--- src/rtl/keypad_scanner.sv ---
// 4x4 active-low matrix keypad scanner. It drives one column at a time and debounces the
// press and the release of a single key, then encodes that key into strobes and levels for gencon.
module keypad_scanner #(
    parameter int SCAN_DIV        = 1000,
    parameter int DEBOUNCE_CYCLES = 200000
) (
    input  logic       clk,
    input  logic       RST,
    input  logic [3:0] row_n,
    output logic [3:0] col_n,
    output logic [3:0] keypad_input,
    output logic       read_input,
    output logic [2:0] operator_input,
    output logic       equal_input,
    output logic       clear_input
);
    localparam int CNT_MAX = (SCAN_DIV > DEBOUNCE_CYCLES) ? SCAN_DIV : DEBOUNCE_CYCLES;
    localparam int CW = $clog2(CNT_MAX);
    localparam logic [CW-1:0] SCAN_LAST = CW'(SCAN_DIV - 1);
    localparam logic [CW-1:0] DEB_LAST  = CW'(DEBOUNCE_CYCLES - 1);

    typedef enum logic [1:0] {SCAN, DEBOUNCE, EMIT, WAIT_RELEASE} state_t;

    state_t        state_reg, state_next;
    logic [3:0]    row_meta_reg, row_s_reg;
    logic [CW-1:0] cnt_reg, cnt_next;
    logic [1:0]    col_reg, col_next;
    logic [3:0]    row_lat_reg, row_lat_next;
    logic [3:0]    key_reg, key_next;
    logic [2:0]    op_reg, op_next;
    logic          read_reg, read_next;
    logic          equal_reg, equal_next;
    logic          clear_reg, clear_next;

    logic [3:0]    low_bits;
    logic          single_low;
    logic [1:0]    row_idx;
    logic [3:0]    key_code;

    genvar gi;
    generate
        for (gi = 0; gi < 4; gi++) begin : g_col
            assign col_n[gi] = (col_reg != 2'(gi));
        end
    endgenerate

    assign keypad_input   = key_reg;
    assign read_input     = read_reg;
    assign operator_input = op_reg;
    assign equal_input    = equal_reg;
    assign clear_input    = clear_reg;

    // Ghosting and multi-key patterns show up as more than one low row; only a lone low row is a press.
    assign low_bits   = ~row_s_reg;
    assign single_low = (low_bits != 4'd0) && ((low_bits & (low_bits - 4'd1)) == 4'd0);

    always_comb begin
        case (row_lat_reg)
            4'b1101: row_idx = 2'd1;
            4'b1011: row_idx = 2'd2;
            4'b0111: row_idx = 2'd3;
            default: row_idx = 2'd0;
        endcase
    end

    assign key_code = {row_idx, col_reg};

    always_comb begin
        state_next   = state_reg;
        cnt_next     = cnt_reg;
        col_next     = col_reg;
        row_lat_next = row_lat_reg;
        key_next     = key_reg;
        op_next      = op_reg;
        read_next    = 1'b0;
        equal_next   = 1'b0;
        clear_next   = 1'b0;

        case (state_reg)
            SCAN: begin
                if (cnt_reg == SCAN_LAST) begin
                    cnt_next = '0;
                    if (single_low) begin
                        row_lat_next = row_s_reg;
                        state_next   = DEBOUNCE;
                    end else begin
                        col_next = col_reg + 2'd1;
                    end
                end else begin
                    cnt_next = cnt_reg + 1'b1;
                end
            end
            DEBOUNCE: begin
                if (row_s_reg != row_lat_reg) begin
                    state_next = SCAN;
                    cnt_next   = '0;
                    col_next   = col_reg + 2'd1;
                end else if (cnt_reg == DEB_LAST) begin
                    state_next = EMIT;
                    cnt_next   = '0;
                end else begin
                    cnt_next = cnt_reg + 1'b1;
                end
            end
            EMIT: begin
                state_next = WAIT_RELEASE;
                cnt_next   = '0;
                // Index is {row, column}: rows 1 2 3 A / 4 5 6 B / 7 8 9 C / * 0 # D.
                case (key_code)
                    4'd0:  begin key_next = 4'd1; read_next = 1'b1; end
                    4'd1:  begin key_next = 4'd2; read_next = 1'b1; end
                    4'd2:  begin key_next = 4'd3; read_next = 1'b1; end
                    4'd3:  op_next = 3'b001;
                    4'd4:  begin key_next = 4'd4; read_next = 1'b1; end
                    4'd5:  begin key_next = 4'd5; read_next = 1'b1; end
                    4'd6:  begin key_next = 4'd6; read_next = 1'b1; end
                    4'd7:  op_next = 3'b010;
                    4'd8:  begin key_next = 4'd7; read_next = 1'b1; end
                    4'd9:  begin key_next = 4'd8; read_next = 1'b1; end
                    4'd10: begin key_next = 4'd9; read_next = 1'b1; end
                    4'd11: op_next = 3'b100;
                    4'd12: begin clear_next = 1'b1; op_next = 3'b000; end
                    4'd13: begin key_next = 4'd0; read_next = 1'b1; end
                    4'd14: equal_next = 1'b1;
                    default: ;
                endcase
            end
            WAIT_RELEASE: begin
                if (row_s_reg != 4'b1111) begin
                    cnt_next = '0;
                end else if (cnt_reg == DEB_LAST) begin
                    state_next = SCAN;
                    cnt_next   = '0;
                    col_next   = col_reg + 2'd1;
                end else begin
                    cnt_next = cnt_reg + 1'b1;
                end
            end
            default: begin
                state_next = SCAN;
                cnt_next   = '0;
            end
        endcase
    end

    always_ff @(posedge clk or posedge RST) begin
        if (RST) begin
            state_reg    <= SCAN;
            row_meta_reg <= 4'b1111;
            row_s_reg    <= 4'b1111;
            cnt_reg      <= '0;
            col_reg      <= 2'd0;
            row_lat_reg  <= 4'b1111;
            key_reg      <= 4'd0;
            op_reg       <= 3'b000;
            read_reg     <= 1'b0;
            equal_reg    <= 1'b0;
            clear_reg    <= 1'b0;
        end else begin
            state_reg    <= state_next;
            row_meta_reg <= row_n;
            row_s_reg    <= row_meta_reg;
            cnt_reg      <= cnt_next;
            col_reg      <= col_next;
            row_lat_reg  <= row_lat_next;
            key_reg      <= key_next;
            op_reg       <= op_next;
            read_reg     <= read_next;
            equal_reg    <= equal_next;
            clear_reg    <= clear_next;
        end
    end

endmodule

--- config.mk ---
export PLATFORM = sky130hd
export DESIGN_NAME = keypad_scanner
export DESIGN_NICKNAME = d
export VERILOG_FILES = /design/src/rtl/keypad_scanner.sv
export SDC_FILE = /design/constraint.sdc
export NUM_CORES = 1
export LEC_CHECK = 0
export CAP_MARGIN = 20
export CORE_ASPECT_RATIO = 0.7
export CORE_MARGIN = 2
export CORE_UTILIZATION = 53
export CTS_BUF_LIST = sky130_fd_sc_hd__clkbuf_8
export DETAILED_ROUTE_END_ITERATION = 12
export GPL_TIMING_DRIVEN = 0
export MAX_ROUTING_LAYER = met4
export PLACE_DENSITY = 0.77
export SETUP_SLACK_MARGIN = 0.02
export SLEW_MARGIN = 10
export SYNTH_ARGS = -nofsm -noshare
export SYNTH_HDL_FRONTEND = slang
export SYNTH_SLANG_ARGS = --single-unit
--- constraint.sdc ---
create_clock -name clk -period 2.3 [get_ports clk]
set_clock_uncertainty 0.15 [all_clocks]
set_input_delay 0.46 -clock clk [delete_from_list [all_inputs] [get_ports clk]]
set_output_delay 0.46 -clock clk [all_outputs]
set_load 0.01 [all_outputs]
==> reports/results.tsv, run 1 <==
stage	metric	value	unit
status	status	finished, final reports clean	
critical_path	worstSetupPathType	reg -> reg	
place	pre_cts_ws	-315.1	ps
timing	tightest_slew	478.8	ps
global_routing	grt_pass1_vias	1483	
place	hpwlAfterDp	3003	um
timing	final_hold_viol_count	0	
synthesis	syn_nets	237	
floorplanning	die_h	58.16	um
power	vdd_ir_drop_max	0.0004550	V
place	placed_area	2510	um2
cells_and_area	area_growth	19.72	%
synthesis	yosysTopAreaCell	dfrtp_1	
global_routing	track_usage	0.2003	
cells_and_area	fin_nets	268	
routing	drtAntennaViolNets	0	
timing	fin_crit_sh	0.9886	
clocking	clock_tree.buffer_depth	2	
clocking	clk_pin_slew	80	ps
critical_path	critPathArrivalTime	2300	ps
synthesis	yosys.cell_count.top_type	dfrtp_1	
floorplanning	die_width	81.37	um
clocking	ctsHtreeMaxLevel	2	
global_routing	grt_use_met2	0.2600	
routing	first_pass_iters	4	
routing	vias	1651	
synthesis	postSynthCellCount	222	
cells_and_area	drive_above_1_share	0.1693	
clocking	cts_root_buf	clkbuf_8	
routing	drc	0	
clocking	ctsHoldBuffers	0	
floorplanning	start_util	0.5594	
global_routing	grt_max_degree	24	
run	cap_violations	0	
clocking	clk-insertion-delay-late	290	ps
global_routing	use_met3	0.05607	
synthesis	ys.flop_type	dfrtp_1	
clocking	numCtsBuffers	5	
routing	wl_per_cell	13.28	um
floorplanning	dieArea	4732	um2
cells_and_area	fin_cells	306	
timing	fmaxAchievable	439.8	MHz
routing	drt-initial-drc-count	103	
critical_path	start_kind	flop	
floorplanning	num_rows	19	
synthesis	synth.avg_cell_area	10.00	um2
floorplanning	core	3970	um2
critical_path	critPathRequiredTime	2330	ps
synthesis	netlist_area	2221	um2
place	place_inst	294	
synthesis	synthTopCellsByArea	dfrtp_1 36%, dfstp_2 14%, xor2_1 5.5%, nor2_1 5.2%, ha_1 5.1%	
timing	setup_viol	0	
global_routing	busiest_layer	met1	
cells_and_area	diodes	0	
place	routabilityCongestion	0.8715	
clocking	clock_sink_count	44	
global_routing	grt-ovfl-total	0	
place	numPortBuffers	19	
synthesis	ys_seq_elements	44	
timing	maxSlewHeadroom	0.6804	
global_routing	antenna_found_initial	0	
timing	fin_tns_setup	0	ps
global_routing	met1_usage	0.3033	
timing	worst_slack	26.14	ps
routing	wirelength	4063	um
floorplanning	io_pins	20	
timing	finalCriticalPeriod	2274	ps
synthesis	synth_commonest_cells	32 x dfrtp_1, 31 x nor2_1, 19 x nand2_1, 18 x inv_1, 14 x xor2_1	
global_routing	grt_first_pass_wirelength	6941	um
critical_path	endpoint_kind	flop	
synthesis	synth.distinct_cells	38	
synthesis	seq_area_frac_synth	0.5025	
timing	rsz0062_at_grt	yes	
hold_path	holdCritPathClass	reg -> reg	
synthesis	yosysWarnings	0	
cells_and_area	stdcell_area	2659	um2
synthesis	yosysTopAreaCellShare	0.3606	
power	leakage	1.173	nW
critical_path	cp_max_fo	3	
power	p_per_area	495.3	nW/um2
clocking	cts_tree	built	
cells_and_area	largest_reg_flops	18	
synthesis	async_reset_ff_frac	1.000	
routing	via_per_inst	5.395	
timing	slew_violations	0	
synthesis	synth_edf_count	0	
==> worst max-delay path: stages, from the launching register on <==
cell and delay, ps:
dfrtp_1 390, or4_4 570, or4_4 460, o21ai_4 190, nand4_4 110, mux2_4 300
==> metrics by stage <==
stage | utilization | power [mW] | hold WS (ps)
floorplan | - | 0.8256 | 195.2
global placement | 0.6253 | 0.8403 | 195.5
detailed placement | 0.6322 | 0.8477 | 197.9
CTS | 0.6685 | 1.336 | 209.4
global route | 0.6697 | 1.373 | 210.6
finish | 0.6697 | 1.317 | 208.6
==> placed cells by master, fill, tap and decap left out, types with 3 or more instances in the layout <==
master            n
a21oi_1           6
nand4b_1          3
clkdlybuf4s50_1  16
xor2_1           14
ha_1              9
nand2_1          19
mux2_2            4
nand3_1           9
nor2_1           31
dfrtp_1          32
dfstp_2          12
and3_1            4
inv_1            17
o21ai_0           8
buf_4             9
o22ai_1           3
xnor2_1           6
nand4_1           5
clkbuf_8          6
nand2b_1          3
nor4_1            4
==> worst paths after layout <==
| check | to | slack [ps] | cells past startpoint | startpoint |
|---|---|---|---|---|
| max in group asynchronous | operator_input[1] | 1170 | 3 | RST |
| max reg2reg | col_reg[1] | 30 | 5 | cnt_reg[12] |
| min reg2reg | row_s_reg[1] | 210 | 0 | row_meta_reg[1] |
| min | row_s_reg[1] | 210 | 0 | row_meta_reg[1] |
| max | col_reg[1] | 30 | 5 | cnt_reg[12] |
| min in group asynchronous | asynchronous set/reset pin | 370 | 2 | RST |
==> power breakdown <==
| group | total (mW) | leakage, nW | internal, mW | switching [mW] |
|---|---|---|---|---|
| Combinational | 0.0402 | 0.564 | 0.0171 | 0.0231 |
| Clock | 0.485 | 0.0510 | 0.240 | 0.246 |
| Sequential | 0.792 | 0.558 | 0.786 | 0.00533 |
| Total | 1.32 | 1.17 | 1.04 | 0.274 |
==> per-layer routing <==
| metal | part of all wire | vias up |
|---|---|---|
| met4 | 0.0071 | 0 |
| met5 | 0 | - |
| li1 | - | 822 |
| met2 | 0.41 | 49 |
| met3 | 0.061 | 2 |
| met1 | 0.52 | 778 |
==> cell type report <==
class	instances	area, um2
Clock buffer	6	82.58
Multi-Input combinational cell	153	1023
Tap cell	52	65.06
Timing Repair Buffer	29	285.3
Sequential cell	44	1116
Inverter	18	67.56
Clock inverter	2	10.01
Fill cell	309	1311
Buffer	2	8.758
==> cells by family (layout without fill, tap and decap cells) <==
kind of cell / after synthesis / in the layout / share of synthesized area
AOI/OAI and AO/OA: 32 / 32 / 0.09804
xor gates and xnor gates: 20 / 20 / 0.07887
adders and majority gates: 9 / 9 / 0.05071
buffers and inverters: 25 / 57 / 0.04338
DFF: 44 / 44 / 0.5025
muxes: 6 / 6 / 0.03155
and+or+nand+nor: 86 / 86 / 0.1949
==> timing repair <==
action                                  in CTS  in global routing
gates resized for setup                      3                  2
pin swaps                                    3                  2
buffers inserted                             7                  2
endpoints found under the setup margin      22                 24
Power figures use the tool's default switching activity.
==> run 2: changes to the inputs <==
Settings changed: CELL_PAD_IN_SITES_DETAIL_PLACEMENT set to 1, CELL_PAD_IN_SITES_GLOBAL_PLACEMENT set to 1, CORE_UTILIZATION 53 to 42, PLACE_DENSITY 0.77 to not set, PLACE_DENSITY_LB_ADDON set to 0.1.
Clock period 2.3 ns to 2 ns, I/O delays scaled along.
==> reports/results.tsv, run 2 (synthesized netlist as in run 1, its figures left out) <==
stage	metric	value	unit	change
cells_and_area	drive_above_1_share	0.3801		+0.2108
timing	tightest_slew	457.6	ps	-21.16 ps
clocking	clk-insertion-delay-late	290	ps	about the same
cells_and_area	area_growth	38.48	%	
routing	first_pass_iters	4		unchanged
status	status	finished, violations left		
clocking	ctsHoldBuffers	0		unchanged
critical_path	endpoint_kind	flop		
hold_path	holdCritPathClass	reg -> reg		
global_routing	track_usage	0.2227		+0.02234
status	failed_checks	setup timing		
critical_path	start_kind	flop		
critical_path	crit_chain	or4_4, buf_6, nor2_4, nand4_1, nand2_2, o31a_1, buf_8, buf_12, buf_8, nor2_2		
timing	slew_violations	0		unchanged
cells_and_area	final_common_cell	dfrtp_1		
timing	fmaxAchievable	422.8	MHz	-3.9%
floorplanning	core	5175	um2	+30%
routing	via_per_inst	5.283		-2.1%
timing	finalCriticalPeriod	2365	ps	+91.25 ps
clocking	cts_tree	built		
critical_path	reg2reg_slack	-370	ps	-390 ps
place	numPortBuffers	19		unchanged
floorplanning	num_rows	22		+3
power	p_per_area	507.0	nW/um2	+2.4%
clocking	clock_sink_count	44		unchanged
cells_and_area	fin_nets	285		+6.3%
critical_path	startpoint	cnt_reg[12]		
global_routing	antenna_found_initial	0		unchanged
critical_path	critPathArrivalTime	2400	ps	+100 ps
clocking	ctsHtreeMaxLevel	2		unchanged
routing	drtAntennaViolNets	0		unchanged
global_routing	grt-ovfl-total	0		unchanged
global_routing	grt_max_degree	26		+8.3%
cells_and_area	final_cell_mix	32 x dfrtp_1, 16 x nand2_1, 16 x buf_4		
run	cap_violations	0		unchanged
floorplanning	io_pins	20		unchanged
clocking	clock_tree.buffer_depth	2		unchanged
critical_path	endpoint	cnt_reg[15]		
cells_and_area	diodes	0		unchanged
cells_and_area	largest_reg_flops	18		unchanged
critical_path	reg2reg_to	cnt_reg[15]		
critical_path	worstSetupPathType	reg -> reg		
critical_path	cp_max_fo	5		+2
critical_path	reg2reg_depth	10		+5
timing	fin_crit_sh	1.183		+0.1939
clocking	cts_root_buf	clkbuf_8		
timing	worst_slack	-365.1	ps	-391.2 ps
floorplanning	start_util	0.4292		-0.1302
global_routing	grt_pass1_vias	1854		+25%
critical_path	worstReg2RegStart	cnt_reg[12]		
critical_path	critPathRequiredTime	2040	ps	-290 ps
floorplanning	dieArea	5895	um2	+25%
routing	vias	1812		+9.8%
timing	final_hold_viol_count	0		unchanged
power	leakage	1.269	nW	+8.1%
floorplanning	die_h	64.84	um	+11%
routing	wl_per_cell	18.17	um	+37%
floorplanning	die_width	90.92	um	+12%
routing	wirelength	6232	um	+53%
critical_path	slowest_stage	or4_4		
critical_path	crit_top_cell	buf_8		
timing	fin_tns_setup	-8248	ps	-8248 ps
clocking	numCtsBuffers	5		unchanged
timing	setup_viol	27		+27
place	routabilityCongestion	0.7985		-8.4%
routing	drt-initial-drc-count	65		-37%
power	vdd_ir_drop_max	0.0003007	V	-34%
timing	rsz0062_at_grt	yes		
timing	maxSlewHeadroom	0.6945		+0.01413
global_routing	grt_first_pass_wirelength	9756	um	+41%
routing	drc	0		unchanged
cells_and_area	num-fill-cells	589		+91%
power	finalPower	1.559	mW	+18%
place	hpwlAfterDp	3902	um	+30%
clocking	clk_pin_slew	90	ps	about the same
critical_path	critical-path-max-stage-delay	580	ps	about the same
-- run 2: layout make-up --
type | instances | area [um2] | area share
timing repair buffer | 43 | 434.2 | 0.1412
clock inverter | 2 | 10.01 | 0.003255
sequential | 44 | 1116 | 0.3629
tap | 72 | 90.09 | 0.02929
buffer | 5 | 52.55 | 0.01709
clock buffer | 6 | 82.58 | 0.02685
multi-input combinational | 153 | 1222 | 0.3975
inverter | 18 | 67.56 | 0.02197
-- run 2: worst min-delay path by stage --
stage,from,endpoint,slack [ps],depth (start not counted)
finish,row_meta_reg[2],row_s_reg[2],210,0
global route,row_meta_reg[1],row_s_reg[1],210,0
CTS,row_meta_reg[2],row_s_reg[2],210,0
detailed placement,row_meta_reg[2],row_s_reg[2],200,0
global placement,row_meta_reg[3],row_s_reg[3],200,0
floorplan,row_meta_reg[0],row_s_reg[0],200,0
-- run 2: power breakdown --
| group | total, mW | switching, mW | internal (mW) |
|---|---|---|---|
| Sequential | 0.912 | 0.00745 | 0.904 |
| Clock | 0.592 | 0.315 | 0.276 |
| Combinational | 0.0559 | 0.0331 | 0.0228 |
| Total | 1.56 | 0.356 | 1.20 |
-- run 2: critical path: cells and delay by family (launching register included) --
kind            cells  cell delay, ps
compound gates      1             190
flops               1             390
buf+inv             4             520
simple gates        5            1000
-- run 2: repair_timing --
| action | CTS | global route |
|---|---|---|
| pin swaps | 8 | 13 |
| setup buffers | 17 | 6 |
| setup endpoints to repair | 35 | 34 |
| cloned | 1 | 0 |
| gates resized for setup | 27 | 44 |
-- run 2: layer usage --
layer  up-vias  GRT usage  wire [um]  share of wire
met3        10    0.04651        228          0.037
li1        856          -          -              -
met5         -          -          0              0
met2        34     0.3535       3100           0.50
met1       912     0.2945       2792           0.45
met4         0    0.06061        110          0.018
-- run 2: per-stage QoR --
step | setup WS (ps) | utilization | cells | hold slack [ps] | area (um2)
after floorplan | -216.4 | - | 222 | 195.2 | 2287
after detailed placement | -346.1 | 0.5000 | 314 | 197.2 | 2587
final | -365.1 | 0.5943 | 343 | 209.1 | 3075
after global routing | -408.9 | 0.5943 | 343 | 213.4 | 3075
after CTS | -340.2 | 0.5653 | 339 | 210.0 | 2925
after global placement | -494.7 | 0.4961 | 313 | 195.3 | 2567
==> run 3: changes to the inputs <==
Settings changed: CAP_MARGIN 20 to 30, SLEW_MARGIN 10 to not set, TNS_END_PERCENT set to 1.
==> reports/results.tsv, run 3 (synthesized netlist as in run 1, its figures left out) <==
stage	metric	value	unit	change
status	status	finished, violations left		
status	failed_checks	setup timing		
routing	wl_per_cell	15.70	um	-14%
timing	finalCriticalPeriod	2272	ps	-92.89 ps
cells_and_area	fin_nets	267		-6.3%
power	vdd_ir_drop_max	0.0002975	V	-1.1%
hold_path	holdCritPathClass	reg -> reg		
routing	drc	0		unchanged
critical_path	worstSetupPathType	reg -> reg		
global_routing	grt_max_degree	28		+7.7%
timing	rsz0062_at_grt	yes		
cells_and_area	stdcell_area	2728	um2	-11%
place	routabilityCongestion	0.7983		about the same
clocking	clk-insertion-delay-late	290	ps	about the same
clocking	ctsHtreeMaxLevel	2		unchanged
floorplanning	die_h	64.84	um	unchanged
routing	via_per_inst	5.234		-0.93%
cells_and_area	regArea	1116	um2	unchanged
global_routing	grt-ovfl-total	0		unchanged
cells_and_area	final_common_cell	dfrtp_1		
cells_and_area	num-fill-cells	601		+2.0%
cells_and_area	drive_above_1_share	0.2292		-0.1508
power	sw_frac_of_total	0.2159		-0.01226
critical_path	endpoint_kind	flop		
hold_path	min_path_cells	0		unchanged
power	switchingPower	0.3303	mW	-7.2%
timing	worst_slack	-272.2	ps	+92.89 ps
power	power_frac_seq	0.595		+0.010
clocking	clk_pin_slew	90	ps	about the same
timing	slew_violations	0		unchanged
timing	final_hold_viol_count	0		unchanged
floorplanning	dieArea	5895	um2	unchanged
cells_and_area	diodes	0		unchanged
routing	wirelength	5103	um	-18%
floorplanning	core	5175	um2	unchanged
critical_path	cp_max_fo	3		-2
critical_path	reg2reg_depth	5		-5
clocking	cts_tree	built		
timing	setup_viol	26		-3.7%
global_routing	track_usage	0.1920		-0.03068
global_routing	grt_first_pass_wirelength	8687	um	-11%
timing	fin_crit_sh	1.136		-0.04645
power	p_comb_frac	0.030		-0.006
floorplanning	start_util	0.4292		unchanged
critical_path	critPathRequiredTime	2030	ps	about the same
run	cap_violations	0		unchanged
timing	maxSlewHeadroom	0.7228		+0.02827
power	p_per_area	560.8	nW/um2	+11%
clocking	cts_root_buf	clkbuf_8		
timing	tightest_slew	414.3	ps	-43.27 ps
place	hpwlAfterDp	3678	um	-5.7%
floorplanning	num_rows	22		unchanged
clocking	clock_tree.buffer_depth	2		unchanged
cells_and_area	fin_util	0.5271		-0.06722
power	internal-power	1.199	mW	-0.34%
floorplanning	die_width	90.92	um	unchanged
place	numPortBuffers	19		unchanged
timing	fmaxAchievable	440.1	MHz	+4.1%
place	placed_area	2529	um2	-2.3%
power	leakage	1.163	nW	-8.3%
routing	drt-initial-drc-count	76		+17%
routing	first_pass_iters	4		unchanged
cells_and_area	multiInputGateArea	1081	um2	-12%
routing	vias	1701		-6.1%
clocking	numCtsBuffers	5		unchanged
clocking	clock_sink_count	44		unchanged
floorplanning	io_pins	20		unchanged
critical_path	start_kind	flop		
cells_and_area	final_cell_mix	32 x dfrtp_1, 28 x nor2_1, 17 x nand2_1, 17 x inv_1, 15 x clkdlybuf4s50_1		
cells_and_area	largest_reg_flops	18		unchanged
power	power_frac_clock	0.375		-0.004
routing	drtAntennaViolNets	0		unchanged
cells_and_area	area_growth	22.82	%	
global_routing	antenna_found_initial	0		unchanged
global_routing	grt_pass1_vias	1747		-5.8%
critical_path	critPathArrivalTime	2300	ps	-100 ps
[run 3: cell count changes in the layout (fill, tap and decap cells not counted), sizes merged]
cell,previous run,this run
clkbuf,10,9
dlygate4sd2,2,3
inv,18,20
buf,27,9
clkinv,2,0
[run 3: power groups by stage]
stage / sequential, mW / clock (mW) / combinational (mW)
final: 0.911 / 0.573 / 0.0459
after global routing: 0.912 / 0.637 / 0.0533
after CTS: 0.911 / 0.593 / 0.0478
after detailed placement: 0.927 / 0 / 0.0465
after global placement: 0.927 / 0 / 0.0406
after floorplan: 0.925 / 0 / 0.0241
[run 3: per-stage QoR]
| stage | cells | worst slack, ps | setup TNS, ps | power (mW) | hold slack (ps) |
|---|---|---|---|---|---|
| after CTS | 324 | -313.1 | -4669 | 1.551 | 210.0 |
| after floorplan | 222 | -218.2 | -2384 | 0.9495 | 195.2 |
| final | 325 | -272.2 | -3598 | 1.530 | 208.0 |
| after detailed placement | 314 | -657.6 | -12080 | 0.9739 | 196.8 |
| after global routing | 325 | -346.2 | -5859 | 1.602 | 211.4 |
| after global placement | 313 | -563.7 | -27900 | 0.9675 | 195.7 |
[run 3: per-layer routing]
| layer | GRT usage | vias to the layer above | routed length (um) |
|---|---|---|---|
| met2 | 0.2836 | 17 | 2206 |
| li1 | - | 823 | - |
| met1 | 0.2802 | 857 | 2729 |
| met5 | - | - | 0 |
| met4 | 0.02841 | 0 | 24 |
| met3 | 0.04070 | 4 | 142 |
[run 3: area by class of cell]
type / instances / area share
Tap cell: 72 / 0.03303
Buffer: 3 / 0.008257
Timing Repair Buffer: 27 / 0.09450
Clock inverter: 2 / 0.003670
Sequential cell: 44 / 0.4092
Clock buffer: 6 / 0.03028
Multi-Input combinational cell: 153 / 0.3963
Inverter: 18 / 0.02477
[run 3: path summary, 6_finish.rpt]
kind,to,slack (ps),from
worst max register to register,col_reg[1],-270,cnt_reg[15]
max in group asynchronous,equal_input,970,RST
worst min register to register,row_s_reg[1],210,row_meta_reg[1]
min in group asynchronous,keypad_input[0],270,RST
worst min-delay path,row_s_reg[1],210,row_meta_reg[1]
worst max-delay path,col_reg[1],-270,cnt_reg[15]
[run 3: what timing repair did]
item                                    4_1_cts  5_1_grt
gates resized for setup                      19       12
hold buffers                                  0        0
pin swaps                                     3        4
setup buffers                                 6        1
endpoints found under the setup margin       37       33
[run 3: worst max-delay path: stages (launching register included)]
cell     delay (ps)
dfrtp_1         410
or4_4           550
or4_4           460
o21ai_4         180
nand4_4         110
mux2_4          310
==> RTL change, RTL diff (settings of run 2) <==
Change the parameter `DEBOUNCE_CYCLES` from 200000 to 400000.
--- a/src/rtl/keypad_scanner.sv
+++ b/src/rtl/keypad_scanner.sv
@@ -4,3 +4,3 @@
     parameter int SCAN_DIV        = 1000,
-    parameter int DEBOUNCE_CYCLES = 200000
+    parameter int DEBOUNCE_CYCLES = 400000
 ) (
Behaviour: same outputs for any inputs over 10 cycles, from zero or initial values and one cycle with RST high; that may be too few to reach the edited logic, so the function may still have changed.
==> RTL change against run 2 <==
Setup slack lost 350 ps; die area grew 6.5%; global-route usage shrank 1.6 points; the flow still finishes with violations (setup timing); final area rose by 4.8%; critical path type unchanged; largest power group unchanged; total power decreased by 1.2%; area after synthesis increased by 6.9%; wire length up 5.8%; sequential cell count increased by 1.
==> RTL change: results (changes against run 2) <==
| Metric | Value |
|---|---|
| Run status | finished, violations left (unchanged) |
| Number of flip-flops under the largest register name | 19 (was 18) |
| Sw Share | 0.230 (was 0.228) |
| DR WL met3 | 191 um (was 228 um) |
| Post CTS Setup Buffer Count | 6 (was 17) |
| Power Clock | 563 uW (was 592 uW) |
| Post-synth top cells | dfrtp_1, nand2_1, nor3_1, inv_1, xor2_1 (was dfrtp_1, nor2_1, nand2_1, inv_1, xor2_1) |
| Fin util | 0.604 (was 0.594) |
| Post-Syn Nets | 251 (was 237) |
| Sequential power | 933 uW (was 912 uW) |
| Clock sink count | 45 (was 44) |
| Critical path's slowest cell | or4_1 (was or4_4) |
| Sequential fraction of the synthesis area | 0.481 (was 0.503) |
| Unique masters post-synth | 45 (was 38) |
| Post-layout power | 1540 uW (was 1560 uW) |
| Multi-input combinational gate total | 168 (was 153) |
| M3 GR Usage | 0.0373 (was 0.0465) |
| Worst Hold Class | in -> async (was reg -> reg) |
| Met1 Wirelength | 3.44 mm (was 2.79 mm) |
| Non-clk invs | 14 (was 18) |
| Final setup margin | -713 ps (was -365 ps) |
| Via count | 1,971 (was 1,812) |
| Area after DPL | 2690 sq um (was 2590 sq um) |
| Leakage power | 0.00125 uW (was 0.00127 uW) |
| Nets | 297 (was 285) |
| Peak supply drop | 0.356 mV (was 0.301 mV) |
| CP peak stage delay | 520 ps (was 580 ps) |
| Top post-synthesis cells by area | dfrtp_1, dfstp_2, xor2_1, ha_1, nor3_1 (was dfrtp_1, dfstp_2, xor2_1, nor2_1, ha_1) |
| Number of global-route vias before repair | 1,860 (was 1,854) |
| Footprint of the multi-input gates | 1400 sq um (was 1220 sq um) |
| Crit path max fanout | 2 (was 5) |
| Routed WL per cell | 18.6 um (was 18.2 um) |
| Reg area | 1140 sq um (was 1120 sq um) |
| Rel. slew slack | 0.645 (was 0.694) |
| Cells after synthesis | 236 (was 222) |
| M2 GR Usage | 0.284 (was 0.354) |
| Grt met1 use | 0.318 (was 0.295) |
| Dpl hpwl | 4.04 mm (was 3.90 mm) |
| Final setup viols | 26 (was 27) |
| Failing checks | setup timing (unchanged) |
| Inst Count DP | 328 (was 314) |
| Routed wl met2 | 2.91 mm (was 3.10 mm) |
| Setup TNS | -7570 ps (was -8250 ps) |
| Post_cts resized | 26 (was 27) |
| Clk buf depth | 2 (unchanged) |
| Placer Congestion | 0.813 (was 0.799) |
| Buffer share of cell area | 0.138 (was 0.158) |
| Number of fill cells | 592 (was 589) |
==> RTL change: worst paths after layout <==
kind / from / to / slack, ps / cells after the start
hold / removal: RST / cnt_reg[16] / 210 / 2
setup reg to reg: cnt_reg[4] / flip-flop / -710 / 5
hold reg to reg: row_meta_reg[2] / row_s_reg[2] / 210 / 0
setup / recovery: cnt_reg[4] / flip-flop / -710 / 5
min in group clk: row_meta_reg[2] / row_s_reg[2] / 210 / 0
max in group asynchronous: RST / row_s_reg[1] / 950 / 3
==> RTL change: kinds of logic (layout without fill, tap and decap cells) <==
group / Yosys count / after routing / synth area share
buffers and inverters: 23 / 70 / 0.0364
adder cells (fa/ha/maj): 9 / 9 / 0.0474
AO/OA/AOI/OAI: 31 / 31 / 0.0907
multiplexers: 11 / 11 / 0.0496
XOR/XNOR: 23 / 23 / 0.0849
AND/OR/NAND/NOR: 94 / 94 / 0.210
flip-flops: 45 / 45 / 0.481
